$ cat src/rtl/seq_divider_pkg.sv
// Shared types and constants for the sequential restoring divider.
//   div_state_t     : FSM state encoding used by seq_divider
//   DIV0_QUOT_FILL  : fill bit for the quotient returned on divide-by-zero
//                     (replicated to WIDTH bits, giving an all-ones quotient)
package seq_divider_pkg;

  typedef enum logic [1:0] {
    IDLE = 2'd0,
    CALC = 2'd1,
    DONE = 2'd2
  } div_state_t;

  localparam logic DIV0_QUOT_FILL = 1'b1;

endpackage

$ cat src/rtl/seq_divider_step.sv
// One restoring-division iteration (purely combinational).
// Ports:
//   rem      in  WIDTH+1  partial remainder from the previous iteration
//   dvd_msb  in  1        next dividend bit to bring down
//   divisor  in  WIDTH    divisor (non-zero while iterating)
//   rem_next out WIDTH+1  partial remainder after this iteration
//   qbit     out 1        quotient bit produced by this iteration
module div_step #(
  parameter int WIDTH = 8
) (
  input  logic [WIDTH:0]   rem,
  input  logic             dvd_msb,
  input  logic [WIDTH-1:0] divisor,
  output logic [WIDTH:0]   rem_next,
  output logic             qbit
);

  logic [WIDTH:0] shifted;
  logic [WIDTH:0] diff;

  // A restored remainder is always below the divisor, so its top bit is
  // zero on entry and can be dropped by the shift.
  logic rem_top_unused;
  assign rem_top_unused = rem[WIDTH];

  assign shifted  = {rem[WIDTH-1:0], dvd_msb};
  assign diff     = shifted - {1'b0, divisor};
  assign qbit     = (shifted >= {1'b0, divisor});
  assign rem_next = qbit ? diff : shifted;

endmodule

$ cat src/rtl/seq_divider.sv
// Multi-cycle unsigned restoring divider, one quotient bit per cycle.
// Ports:
//   clk, rst                      clock, synchronous active-high reset
//   in_valid, in_ready            operand handshake (in_ready only in IDLE)
//   dividend, divisor             operands, sampled on the operand handshake
//   out_valid, out_ready          result handshake
//   quotient, remainder           result; held until the result handshake
//   div_by_zero                   result came from a zero divisor
//
// state | meaning
// ------+---------------------------------------------------------------
// IDLE  | waiting for an operand pair, in_ready=1
// CALC  | WIDTH shift-and-subtract steps, count runs WIDTH-1 down to 0
// DONE  | result presented, out_valid=1, waiting for out_ready
module seq_divider
  import seq_divider_pkg::*;
#(
  parameter int WIDTH = 8
) (
  input  logic             clk,
  input  logic             rst,
  input  logic             in_valid,
  output logic             in_ready,
  input  logic [WIDTH-1:0] dividend,
  input  logic [WIDTH-1:0] divisor,
  output logic             out_valid,
  input  logic             out_ready,
  output logic [WIDTH-1:0] quotient,
  output logic [WIDTH-1:0] remainder,
  output logic             div_by_zero
);

  localparam int CNT_W = $clog2(WIDTH);
  localparam logic [CNT_W-1:0] CNT_LAST = CNT_W'(WIDTH - 1);

  div_state_t       state;
  logic [CNT_W-1:0] count;
  logic [WIDTH-1:0] dvd;
  logic [WIDTH-1:0] dsr;
  logic [WIDTH:0]   rem_r;
  logic [WIDTH:0]   rem_next;
  logic             qbit;

  div_step #(.WIDTH(WIDTH)) u_step (
    .rem      (rem_r),
    .dvd_msb  (dvd[WIDTH-1]),
    .divisor  (dsr),
    .rem_next (rem_next),
    .qbit     (qbit)
  );

  // The dividend register doubles as the quotient accumulator: each step
  // shifts one dividend bit out of the top and one quotient bit into the
  // bottom, so after WIDTH steps it holds the full quotient.
  always_ff @(posedge clk) begin
    if (rst) begin
      state       <= IDLE;
      in_ready    <= 1'b1;
      out_valid   <= 1'b0;
      quotient    <= '0;
      remainder   <= '0;
      div_by_zero <= 1'b0;
      count       <= '0;
      dvd         <= '0;
      dsr         <= '0;
      rem_r       <= '0;
    end else begin
      case (state)
        IDLE: begin
          if (in_valid && in_ready) begin
            in_ready <= 1'b0;
            if (divisor == '0) begin
              quotient    <= {WIDTH{DIV0_QUOT_FILL}};
              remainder   <= dividend;
              div_by_zero <= 1'b1;
              out_valid   <= 1'b1;
              state       <= DONE;
            end else begin
              dvd   <= dividend;
              dsr   <= divisor;
              rem_r <= '0;
              count <= CNT_LAST;
              state <= CALC;
            end
          end
        end

        CALC: begin
          rem_r <= rem_next;
          dvd   <= {dvd[WIDTH-2:0], qbit};
          count <= count - CNT_W'(1);
          if (count == '0) begin
            quotient    <= {dvd[WIDTH-2:0], qbit};
            remainder   <= rem_next[WIDTH-1:0];
            div_by_zero <= 1'b0;
            out_valid   <= 1'b1;
            state       <= DONE;
          end
        end

        DONE: begin
          if (out_ready) begin
            out_valid <= 1'b0;
            in_ready  <= 1'b1;
            state     <= IDLE;
          end
        end

        default: begin
          state     <= IDLE;
          in_ready  <= 1'b1;
          out_valid <= 1'b0;
        end
      endcase
    end
  end

endmodule

$ cat config.mk
export PLATFORM = sky130hd
export DESIGN_NAME = seq_divider
export DESIGN_NICKNAME = d
export VERILOG_FILES = /design/src/rtl/seq_divider_pkg.sv /design/src/rtl/seq_divider_step.sv /design/src/rtl/seq_divider.sv
export SDC_FILE = /design/constraint.sdc
export NUM_CORES = 1
export LEC_CHECK = 0
export CELL_PAD_IN_SITES_DETAIL_PLACEMENT = 1
export CELL_PAD_IN_SITES_GLOBAL_PLACEMENT = 2
export CORE_MARGIN = 5
export CORE_UTILIZATION = 33
export DETAILED_ROUTE_END_ITERATION = 10
export PLACE_DENSITY_LB_ADDON = 0.3
export SLEW_MARGIN = 15
export SYNTH_ARGS = -nofsm -noshare
export SYNTH_HDL_FRONTEND = slang
export SYNTH_HIERARCHICAL = 1
export SYNTH_SLANG_ARGS = --single-unit
$ cat constraint.sdc
create_clock -name clk -period 3.2 [get_ports clk]
set_input_delay 0.64 -clock clk [delete_from_list [all_inputs] [get_ports clk]]
set_output_delay 0.64 -clock clk [all_outputs]
set_load 0.03 [all_outputs]
==> qor.yml <==
clkTransAtPathRegs_ns: 0.10
drtPass1Iterations: 4
post_cts_buffers: 0
worst_hold_slack_ns: 0.465
required_ns: 3.38
cts_buffer_depth: 2
dp_hpwl_um: 5250
synth_area_per_cell_um2: 9.27
drive_gt1_frac: 0.113
nets: 331
post_cts_resized: 0
grt_max_degree: 38
worstPathMaxFanout: 9
final_cells: 400
worstSetupPathType: "reg -> reg"
seq_power_share: 0.336
rsz0062_at_grt: "no"
initial_utilization: 0.340
cts_tree: "done"
cp_common_cell: "a211oi_1"
numCtsBuffers: 5
setup_viol: 0
max-slew-margin-rel: 0.494
cap_violations: 0
cp_data_arrival_time_ns: 3.04
mostFrequentLayoutCell: "dfxtp_1"
dieArea_mm2: 0.00934
clockRootBuffer: "clkbuf_8"
grt_pass1_wl_um: 11800
grt_util_all_layers: 0.154
hold_buffers: 0
ir_worst_vdd_v: 0.000229
p_int_mw: 1.35
ant_nets: 0
num_rows: 31
slew_viol_final: 0
worstSkewPairLatency_ns: 0.31
timing.final.crit_share: 0.892
synth_nets: 298
core_mm2: 0.00729
fin_crit_ns: 2.85
outcome: "finished, final reports clean"
yosys_warnings: 6
p_clk_frac: 0.177
die_h_um: 96.6
wire_per_inst_um: 17.9
setup_ws_ns: 0.345
area_delta_synth_final_pct: 21.8
p_per_area_mw_per_mm2: 746
tightest_slew_ns: 0.759
worstPathCellList: "inv_1 -> ha_1 -> nand2b_1 -> a211oi_1 -> a22o_1 -> or2_1 -> mux2_4 -> nand2_1 -> a21boi_0 -> a211oi_1"
drt_wl_total_um: 7160
crit_slowest_cell: "dfxtp_1"
post-place-ws_ns: 0.352
htreeDepth: 2
antenna_found_initial: 0
crit_path_max_incr_delay_ns: 0.39
netlist_instances: 267
cts_sinks: 48
layout_common_cells: "48 x dfxtp_1, 38 x clkdlybuf4s50_1, 26 x nand2_1, 21 x a21oi_1, 18 x inv_1"
synth_area_mm2: 0.00248
hold_class: "reg -> reg"
place.port_buffers: 38
gr-total-overflow: 0
dp.cells: 392
first_global_vias: 2102
p_sw_mw: 0.896
start_kind: "register"
final.setup.tns_ns: 0
num_antenna_cells: 0
p_comb_frac: 0.487
power.share.switching: 0.398
max_freq_ghz: 0.350
viasPerCell: 5.23
vias: 2092
drc: 0
end_kind: "register"
drt_iter0_drc: 97
leakage_nw: 1.13
hold_viol_final: 0
fin_worst_skew_ns: 0.00502
gp_congestion: 0.713
ios: 39
die_x_um: 96.6
[sequential cells by signal (all words and copies together), names as in the netlist, 2 cells and up]
signal and flops:
state 2, count 3, remainder 8, rem_r 8, dvd 8, quotient 8
dsr 8
[power groups by stage]
| stage | registers (mW) | clock network, mW | logic (mW) |
|---|---|---|---|
| floorplan | 0.797 | 0 | 0.808 |
| global placement | 0.770 | 0 | 1.08 |
| detailed placement | 0.771 | 0 | 1.09 |
| CTS | 0.758 | 0.412 | 1.10 |
| global route | 0.768 | 0.444 | 1.20 |
| finish | 0.755 | 0.399 | 1.10 |
[critical path: cells and delay by family, from the launching register on]
kind                       cells  cell delay, ns
AOI/OAI and AO/OA              4            1.10
adders and majority gates      1            0.29
buffers and inverters          1            0.06
DFF                            1            0.39
muxes                          1            0.34
and+or+nand+nor                3            0.55
[layer usage]
layer | up-vias | routed length, um | global-route usage
li1 | 1035 | - | -
met1 | 1012 | 3610 | 0.221
met2 | 36 | 3210 | 0.229
met3 | 9 | 250 | 0.0345
met4 | 0 | 95 | 0.0464
met5 | - | 0 | 0
[per-stage QoR]
stage	utilization	instance area, um^2	total power, mW
floorplan	-	2480	1.61
finish	0.414	3020	2.25
detailed placement	0.400	2920	1.86
CTS	0.414	3020	2.27
global placement	0.400	2920	1.85
global route	0.414	3020	2.41
[layout make-up]
| class | instances | area (um^2) |
|---|---|---|
| clock buffer | 6 | 82.6 |
| clock inverter | 2 | 13.8 |
| fill | 869 | 4280 |
| inverter | 18 | 67.6 |
| multi-input combinational | 183 | 1340 |
| sequential | 48 | 961 |
| tap | 99 | 124 |
| timing repair buffer | 44 | 425 |
[path summary, 6_finish.rpt]
check / cells after the start / end / start / slack [ns]
min reg2reg: 2 / out_valid$_SDFFE_PP0P_ / out_valid$_SDFFE_PP0P_ / 0.46
min: 2 / out_valid$_SDFFE_PP0P_ / out_valid$_SDFFE_PP0P_ / 0.46
max: 10 / remainder[4]$_SDFFE_PP0P_ / dsr[1]$_SDFFE_PP0P_ / 0.35
max reg2reg: 10 / remainder[4]$_SDFFE_PP0P_ / dsr[1]$_SDFFE_PP0P_ / 0.35
Power figures use the tool's default switching activity.
